--- src/rtl/pipelined_adder_subtractor.sv ---
`default_nettype none
// ============================================================================
//  Module   : pipelined_adder_subtractor
//  Purpose  : Carry-pipelined adder/subtractor. The operand word is split into
//             STAGE_WIDTH-bit chunks and one chunk is resolved per pipeline
//             stage. The carry is registered between stages. Throughput is one
//             operation per cycle. Latency is NUM_STAGES register stages.
//  Ports    : CLK, RST          clock / synchronous active-high reset
//             IN_VALID/IN_READY input handshake (A, B, Cin, MODE)
//             OUT_VALID/OUT_READY output handshake (S, CF, OF, ZF, NF)
//             MODE 0 = ADD (A+B+Cin), 1 = SUB (A-B-Cin)
//             CF: carry-out (ADD) or borrow-out (SUB)
//             OF: signed overflow; ZF: S==0; NF: S MSB
//  Revision : 1.0  initial release
// ============================================================================
module pipelined_adder_subtractor #(
    parameter int DATA_WIDTH  = 8,
    parameter int STAGE_WIDTH = 4
) (
    input  logic                  CLK,
    input  logic                  RST,
    input  logic                  IN_VALID,
    output logic                  IN_READY,
    input  logic [DATA_WIDTH-1:0] A,
    input  logic [DATA_WIDTH-1:0] B,
    input  logic                  Cin,
    input  logic                  MODE,
    output logic                  OUT_VALID,
    input  logic                  OUT_READY,
    output logic [DATA_WIDTH-1:0] S,
    output logic                  CF,
    output logic                  OF,
    output logic                  ZF,
    output logic                  NF
);

    // Guarded so that a bad STAGE_WIDTH does not also raise a divide-by-zero.
    localparam int NUM_STAGES = (STAGE_WIDTH >= 1) ? (DATA_WIDTH / STAGE_WIDTH) : 1;
    localparam int LAST       = NUM_STAGES - 1;

    generate
        if (STAGE_WIDTH < 1) begin : g_bad_stage_width
            $error("pipelined_adder_subtractor: STAGE_WIDTH must be >= 1");
        end else if ((DATA_WIDTH % STAGE_WIDTH) != 0) begin : g_bad_data_width
            $error("pipelined_adder_subtractor: DATA_WIDTH must be a multiple of STAGE_WIDTH");
        end
    endgenerate

    // The whole pipe moves together. If the output is held, every stage
    // holds, so bubbles are never collapsed.
    logic adv;
    assign adv      = ~OUT_VALID | OUT_READY;
    assign IN_READY = adv;

    // Stage registers. Stage k holds the result bits resolved so far in st_s.
    // It also holds the carry out of chunk k. The still-unprocessed upper
    // operand bits travel alongside in st_a/st_b. B is already inverted for
    // SUB.
    logic                  st_valid [NUM_STAGES];
    logic                  st_mode  [NUM_STAGES];
    logic                  st_carry [NUM_STAGES];
    logic [DATA_WIDTH-1:0] st_a     [NUM_STAGES];
    logic [DATA_WIDTH-1:0] st_b     [NUM_STAGES];
    logic [DATA_WIDTH-1:0] st_s     [NUM_STAGES];

    // Stage inputs. Stage 0 takes them from the ports. Stage k takes them from
    // the registers of stage k-1.
    logic                  in_valid_k [NUM_STAGES];
    logic                  in_mode    [NUM_STAGES];
    logic                  in_cin     [NUM_STAGES];
    logic [DATA_WIDTH-1:0] in_a       [NUM_STAGES];
    logic [DATA_WIDTH-1:0] in_b       [NUM_STAGES];
    logic [DATA_WIDTH-1:0] in_s       [NUM_STAGES];

    // Combinational results of each stage's chunk addition.
    logic [DATA_WIDTH-1:0] nx_s     [NUM_STAGES];
    logic                  nx_carry [NUM_STAGES];
    logic                  nx_cmsb  [NUM_STAGES];

    // The flags are registered beside S so that they reset to 0. Deriving ZF
    // from a zero S would otherwise read 1 out of reset.
    logic cf_q;
    logic of_q;
    logic zf_q;
    logic nf_q;

    always_comb begin
        // SUB is A + ~B + ~Cin. Both inversions are applied on entry.
        in_valid_k[0] = IN_VALID;
        in_mode[0]    = MODE;
        in_cin[0]     = Cin ^ MODE;
        in_a[0]       = A;
        in_b[0]       = B ^ {DATA_WIDTH{MODE}};
        in_s[0]       = '0;
        for (int k = 1; k < NUM_STAGES; k++) begin
            in_valid_k[k] = st_valid[k-1];
            in_mode[k]    = st_mode[k-1];
            in_cin[k]     = st_carry[k-1];
            in_a[k]       = st_a[k-1];
            in_b[k]       = st_b[k-1];
            in_s[k]       = st_s[k-1];
        end
    end

    always_comb begin : chunk_add
        logic c;
        logic cm;
        int   idx;
        c   = 1'b0;
        cm  = 1'b0;
        idx = 0;
        for (int k = 0; k < NUM_STAGES; k++) begin
            c       = in_cin[k];
            cm      = c;
            nx_s[k] = in_s[k];
            for (int i = 0; i < STAGE_WIDTH; i++) begin
                idx = k * STAGE_WIDTH + i;
                // cm ends up as the carry into the chunk MSB. This is the
                // carry into the word MSB for the last stage.
                cm            = c;
                nx_s[k][idx]  = in_a[k][idx] ^ in_b[k][idx] ^ c;
                c             = (in_a[k][idx] & in_b[k][idx]) |
                                (c & (in_a[k][idx] ^ in_b[k][idx]));
            end
            nx_carry[k] = c;
            nx_cmsb[k]  = cm;
        end
    end

    always_ff @(posedge CLK) begin
        if (RST) begin
            for (int k = 0; k < NUM_STAGES; k++) begin
                st_valid[k] <= 1'b0;
                st_mode[k]  <= 1'b0;
                st_carry[k] <= 1'b0;
                st_a[k]     <= '0;
                st_b[k]     <= '0;
                st_s[k]     <= '0;
            end
            cf_q <= 1'b0;
            of_q <= 1'b0;
            zf_q <= 1'b0;
            nf_q <= 1'b0;
        end else if (adv) begin
            for (int k = 0; k < NUM_STAGES; k++) begin
                st_valid[k] <= in_valid_k[k];
                st_mode[k]  <= in_mode[k];
                st_carry[k] <= nx_carry[k];
                st_a[k]     <= in_a[k];
                st_b[k]     <= in_b[k];
                st_s[k]     <= nx_s[k];
            end
            // The raw carry-out of the inverted-B sum is "no borrow".
            cf_q <= nx_carry[LAST] ^ in_mode[LAST];
            of_q <= nx_carry[LAST] ^ nx_cmsb[LAST];
            zf_q <= (nx_s[LAST] == '0);
            nf_q <= nx_s[LAST][DATA_WIDTH-1];
        end
    end

    assign OUT_VALID = st_valid[LAST];
    assign S         = st_s[LAST];
    assign CF        = cf_q;
    assign OF        = of_q;
    assign ZF        = zf_q;
    assign NF        = nf_q;

endmodule
`default_nettype wire

--- config.mk ---
export PLATFORM = sky130hd
export DESIGN_NAME = pipelined_adder_subtractor
export DESIGN_NICKNAME = d
export VERILOG_FILES = /design/src/rtl/pipelined_adder_subtractor.sv
export SDC_FILE = /design/constraint.sdc
export NUM_CORES = 1
export LEC_CHECK = 0
export CELL_PAD_IN_SITES_DETAIL_PLACEMENT = 1
export CELL_PAD_IN_SITES_GLOBAL_PLACEMENT = 2
export CORE_ASPECT_RATIO = 1.2
export CORE_MARGIN = 1.5
export CORE_UTILIZATION = 28
export DETAILED_ROUTE_END_ITERATION = 6
export HOLD_SLACK_MARGIN = 0.03
export PLACE_DENSITY = 0.74
export SKIP_LAST_GASP = 1
export SYNTH_ARGS = -nofsm -noshare
export SYNTH_HDL_FRONTEND = slang
export SYNTH_SLANG_ARGS = --single-unit
--- constraint.sdc ---
create_clock -name CLK -period 2.4 [get_ports CLK]
set_clock_uncertainty 0.05 [all_clocks]
set_input_delay 0.36 -clock CLK [delete_from_list [all_inputs] [get_ports CLK]]
set_output_delay 0.36 -clock CLK [all_outputs]
set_load 0.01 [all_outputs]
==> qor.csv, run 1 <==
metric,value,unit
outcome,"complete, but fails checks",
failing checks,setup timing,
PwrDens,661,nW/um^2
final wirelength,2.35,mm
hpwl dp,1.84,mm
top cell type's share of synthesized area,52.8,%
Logic pwr share,21.6,%
# hold bufs at CTS,0,
first-pass GRT wire length,3.75,mm
"Top FF cell, synth",edfxtp_1,
Placed Cells,192,
clk sink count,28,
endpoint class of the critical path,flop,
register area share after synthesis,58.7,%
power share of the clock group,29.1,%
area added between synthesis and finish,39.1,%
final setup TNS,-44.9,ps
largest area contributor in the netlist,edfxtp_1,
final count of hold timing violations,0,
Worst Path Arrival,2410,ps
most frequent cells after synthesis,"24 x edfxtp_1, 17 x and2_1, 10 x nor2_1, 9 x inv_1, 9 x xnor2_1",
1st-pass router iterations,2,
main combinational cell family by area after synthesis,simple AND/OR/NAND/NOR gates,
CTS Buf Count,3,
GRT busiest layer,met2,
core area,4630,sq um
Critical path buffers and inverters,3,
CP cell instances,"inv_2, fa_2, inv_2, fa_2, fa_2, fa_2, buf_4, and2_4",
row cnt,27,
Crit Path Class,flop to flop,
MaxCap Viol Count,0,
vias in the first global route,841,
initial antenna violation count,0,
largest net degree at the start of global routing,25,
Post-synth EDFFs,24,
xor/xnor share of the synthesized area,7.06,%
Netlist Area Pre-Place,1360,sq um
met3 Resource Use GR,1.27,%
post-route ant nets,0,
post-synthesis adder-cell area fraction,11.7,%
ant diodes,0,
Final min period,2420,ps
H-Tree Depth,1,
Power Total,1.25,mW
I/O pin count,36,
Sw Share,22.1,%
complex-gate fraction of the synthesized area,1.56,%
Global Route Usage Sum,9.46,%
via-per-instance ratio,4.15,
CTS Buffer Depth,2,
Final nets,169,
"Worst Setup Slack, final",-23.2,ps
Yosys warning total,0,
Crit Path Max Fanout,2,
Finished Core Util,41.0,%
slew at the pin closest to its max-slew limit,554,ps
final setup fails,2,
Leakage,0.761,nW
Clock Latency Late Sink,270,ps
Finished Layout Cells,196,
Post-synth ARST share,0,%
die area,5300,sq um
Mapped Avg Cell Area,13.8,sq um
DIE HEIGHT,79.5,microns
Slew headroom,63.0,%
Worst path top cell family by delay,adder cells,
postcts setup bufs,0,
global route total overflow,0,
Placer Congestion,0.631,
period utilization,101,%
share of layout cells above drive strength 1,20.3,%
Worst Path Required,2390,ps
Critical Path Max Stage Delay,440,ps
pre-CTS WS,-590,ps
Residual DRC,0,
post-synthesis mux area share,0.734,%
Peak VDD IR,0.209,mV
Cell variety after synth,20,
Initial Util,29.5,%
DR iter-0 viols,14,
Max Slew Vio Count,0,
crit start category,flop,
I/O Buffers,35,
"count leader, synth",edfxtp_1,
"slowest stage cell, crit path",fa_2,
Worst Reg-to-Reg Cells,8,
syn nets,129,
Synth Instances,99,
fmax,413,MHz
Vias,813,
total stage count of the critical path,8,
DR WL/cell,12.0,microns
P_sw,0.277,mW
"flops & latches, synth",28,
Sequential Power Share,49.3,%
M1 GR Usage,10.0,%
RSZ-0062 raised after global routing,true,
CTS tree,built,
CP dominant cell by count,fa_2,
GR Layer Usage met2,17.7,%
"Reg clk slew, reported paths",90,ps
Root Driver,clkbuf_8,
Hold Path Cell Cnt,2,
"top cells by area, synth","edfxtp_1 53%, fa_1 12%, and2_1 7.8%",
Post-Synth Simple-Gate Area,15.3,%
Chip Width,66.7,microns
Hold Crit Class,flop to flop,
Pint,0.977,mW
[worst register-to-register path, delay by kind of cell (launching register included)]
| kind | cells | cell delay [ps] |
|---|---|---|
| buffers and inverters | 3 | 270 |
| adders and majority gates | 4 | 1360 |
| and+or+nand+nor | 1 | 120 |
| DFF | 1 | 410 |
[cell type report]
cell class | count | area (sq um)
Multi-Input combinational cell | 58 | 538
Clock buffer | 3 | 41.3
Inverter | 9 | 33.8
Tap cell | 58 | 72.6
Fill cell | 494 | 2730
Sequential cell | 28 | 801
Timing Repair Buffer | 39 | 380
Clock inverter | 1 | 30.0
[power by group through the flow]
| stage | clock network, mW | logic [mW] | registers [mW] |
|---|---|---|---|
| after global routing | 0.395 | 0.303 | 0.625 |
| after detailed placement | 0 | 0.264 | 0.629 |
| final | 0.365 | 0.270 | 0.618 |
| after CTS | 0.379 | 0.264 | 0.618 |
| after floorplan | 0 | 0.119 | 0.639 |
| after global placement | 0 | 0.253 | 0.626 |
[metrics by stage]
step	instance area, sq um	hold slack (ps)
final	1900	447
after global routing	1900	488
after CTS	1870	454
after detailed placement	1800	441
after global placement	1800	431
after floorplan	1380	382
[logic make-up after synthesis]
logic type,after synthesis
AOI/OAI and AO/OA,3
xor gates and xnor gates,11
adders and majority gates,8
buffers and inverters,13
DFF,28
muxes,1
and+or+nand+nor,35
[sequential cells by signal, indices dropped and copies added (netlist names)]
signal,flops
st_a,4
NF,1
st_mode,1
st_s,12
st_carry,1
OF,1
st_b,4
st_valid,2
CF,1
ZF,1
[layer usage]
metal | up-vias | wire length (microns)
met5 | - | 0
met2 | 27 | 1310
li1 | 398 | -
met3 | 4 | 109
met1 | 384 | 884
met4 | 0 | 48
[cells in the final DEF, fill, tap and decap left out, drive strengths merged, types with 4 or more instances in the layout]
cell	netlist	final
and2	17	17
clkbuf	0	4
buf	4	4
xnor2	9	9
inv	9	9
fa	8	8
nor2	10	10
dfxtp	4	4
clkdlybuf4s50	0	31
edfxtp	24	24
[final timing paths]
check                           start                         to  slack [ps]
max reg2reg  st_a[0][4]$_SDFFCE_PN0P_  st_s[0][15]$_SDFFCE_PN0P_         -20
max          st_a[0][4]$_SDFFCE_PN0P_  st_s[0][15]$_SDFFCE_PN0P_         -20
min                   ZF$_SDFFE_PP0P_            ZF$_SDFFE_PP0P_         450
min reg2reg           ZF$_SDFFE_PP0P_            ZF$_SDFFE_PP0P_         450
[timing repair]
action	CTS	global route
gates resized for setup	4	16
endpoints found under the setup margin	7	7
endpoints found under the hold margin	0	0
pin swaps	1	6
Note: power is estimated with default switching activity, not from simulation.
==> run 2, diff against run 1 <==
--- a/config.mk
+++ b/config.mk
@@ -12,6 +12,7 @@
 export CORE_UTILIZATION = 28
 export DETAILED_ROUTE_END_ITERATION = 6
 export HOLD_SLACK_MARGIN = 0.03
+export MAX_ROUTING_LAYER = met4
 export PLACE_DENSITY = 0.74
 export SKIP_LAST_GASP = 1
 export SYNTH_ARGS = -nofsm -noshare
==> run 2 against run 1 <==
Compared with the run above:
- the flow still finishes with violations (setup timing)
- first-iteration DRC count stayed put
- global-route usage rose by 0.25 points
- non-clock buffer count did not move
- register-to-register slack is essentially flat
- count of clock-buffer cells in the layout unchanged
- critical endpoint unchanged
==> qor.csv, run 2 (same netlist as run 1, synthesis figures left out) <==
metric,value,unit
R2R Setup Slk,-20,ps
RR Endpoint,st_s[0][15]$_SDFFCE_PN0P_,
DIE HEIGHT,79.5,microns
Worst Reg-to-Reg Cells,8,
Worst Path Required,2390,ps
worst setup path endpoint,st_s[0][15]$_SDFFCE_PN0P_,
hpwl dp,1.84,mm
Clock Latency Late Sink,270,ps
I/O Buffers,35,
outcome,"complete, but fails checks",
Peak VDD IR,0.209,mV
Final nets,169,
Power Total,1.25,mW
area added between synthesis and finish,39.1,%
Worst Path Arrival,2410,ps
Area after DPL,1800,sq um
"commonest cells after routing, fill and taps aside","31 x clkdlybuf4s50_1, 24 x edfxtp_1, 16 x and2_1",
CTS tree,built,
final count of hold timing violations,0,
first-pass GRT wire length,3.75,mm
postcts setup bufs,0,
final wirelength,2.36,mm
# hold bufs at CTS,0,
reg-to-reg startpoint,st_a[0][4]$_SDFFCE_PN0P_,
Worst path top cell family by delay,adder cells,
Critical path buffers and inverters,3,
Max Slew Vio Count,0,
clk sink count,28,
via-per-instance ratio,4.15,
die area,5300,sq um
fmax,413,MHz
Finished Layout Cells,196,
core area,4630,sq um
Residual DRC,0,
global route total overflow,0,
met3 Resource Use GR,1.27,%
"Worst Setup Slack, final",-23.3,ps
failing checks,setup timing,
"commonest non-fill, non-tap cell in the layout",clkdlybuf4s50_1,
Root Driver,clkbuf_8,
RSZ-0062 raised after global routing,true,
crit start category,flop,
endpoint class of the critical path,flop,
M1 GR Usage,10.0,%
DR WL/cell,12.1,microns
"Reg clk slew, reported paths",90,ps
Biggest register,st_s,
period utilization,101,%
Largest regs,"st_s: 12 flops, st_a: 4 flops, st_b: 4 flops",
Crit Path Max Fanout,2,
vias in the first global route,842,
Vias,814,
Finished Core Util,41.0,%
Global Route Usage Sum,9.71,%
CP cell instances,"inv_2, fa_2, inv_2, fa_2, fa_2, fa_2, buf_4, and2_4",
I/O pin count,36,
initial antenna violation count,0,
total stage count of the critical path,8,
final setup fails,2,
row cnt,27,
DR iter-0 viols,14,
Chip Width,66.7,microns
max FFs per register,12,
Initial Util,29.5,%
Crit Path Class,flop to flop,
pre-CTS WS,-590,ps
Placer Congestion,0.636,
final setup TNS,-45.2,ps
"slowest stage cell, crit path",fa_2,
Critical Path Max Stage Delay,440,ps
slew at the pin closest to its max-slew limit,558,ps
CTS Buf Count,3,
MaxCap Viol Count,0,
share of layout cells above drive strength 1,20.3,%
post-route ant nets,0,
ant diodes,0,
post-route cell area,1900,sq um
H-Tree Depth,1,
Final min period,2420,ps
CP dominant cell by count,fa_2,
Leakage,0.761,nW
largest net degree at the start of global routing,25,
GR Layer Usage met2,17.7,%
CTS Buffer Depth,2,
Placed Cells,192,
Slew headroom,62.8,%
WHS,447,ps
GRT busiest layer,met2,
PwrDens,661,nW/um^2
Critical Path Start,st_a[0][4]$_SDFFCE_PN0P_,
Hold Crit Class,flop to flop,
1st-pass router iterations,2,
run 2: layout make-up:
| cell class | count | area, sq um |
|---|---|---|
| Fill cell | 494 | 2730 |
| Sequential cell | 28 | 801 |
| Multi-Input combinational cell | 58 | 538 |
| Timing Repair Buffer | 39 | 380 |
| Tap cell | 58 | 72.6 |
| Clock buffer | 3 | 41.3 |
| Inverter | 9 | 33.8 |
| Clock inverter | 1 | 30.0 |
run 2: how the worst min path moves through the flow:
stage | start | end | slack (ps) | depth (start not counted)
2_1_floorplan | RST | NF$_SDFFE_PP0P_ | 380 | 1
3_3_place_gp | NF$_SDFFE_PP0P_ | NF$_SDFFE_PP0P_ | 430 | 2
3_5_place_dp | ZF$_SDFFE_PP0P_ | ZF$_SDFFE_PP0P_ | 440 | 2
4_1_cts | ZF$_SDFFE_PP0P_ | ZF$_SDFFE_PP0P_ | 450 | 2
5_1_grt | ZF$_SDFFE_PP0P_ | ZF$_SDFFE_PP0P_ | 490 | 2
6_report | ZF$_SDFFE_PP0P_ | ZF$_SDFFE_PP0P_ | 450 | 2
run 2: metal layers:
| layer | routed length, microns | vias to the layer above |
|---|---|---|
| met5 | 0 | - |
| met4 | 44 | 0 |
| met3 | 113 | 4 |
| met2 | 1310 | 27 |
| met1 | 891 | 385 |
| li1 | - | 398 |
run 2: repair_timing:
action	4_1_cts	5_1_grt
pin swaps	1	6
gates resized for setup	4	16
setup endpoints to repair	7	7
run 2: worst min-delay path, cell delays in order (launching register included):
cell and delay [ps]:
dfxtp_1 320, nand2b_1 70, o22ai_1 70
run 2: where the power goes:
| part | total, mW | switching [mW] | internal [mW] |
|---|---|---|---|
| Clock | 0.365 | 0.142 | 0.223 |
| Combinational | 0.270 | 0.110 | 0.160 |
| Sequential | 0.618 | 0.0243 | 0.594 |
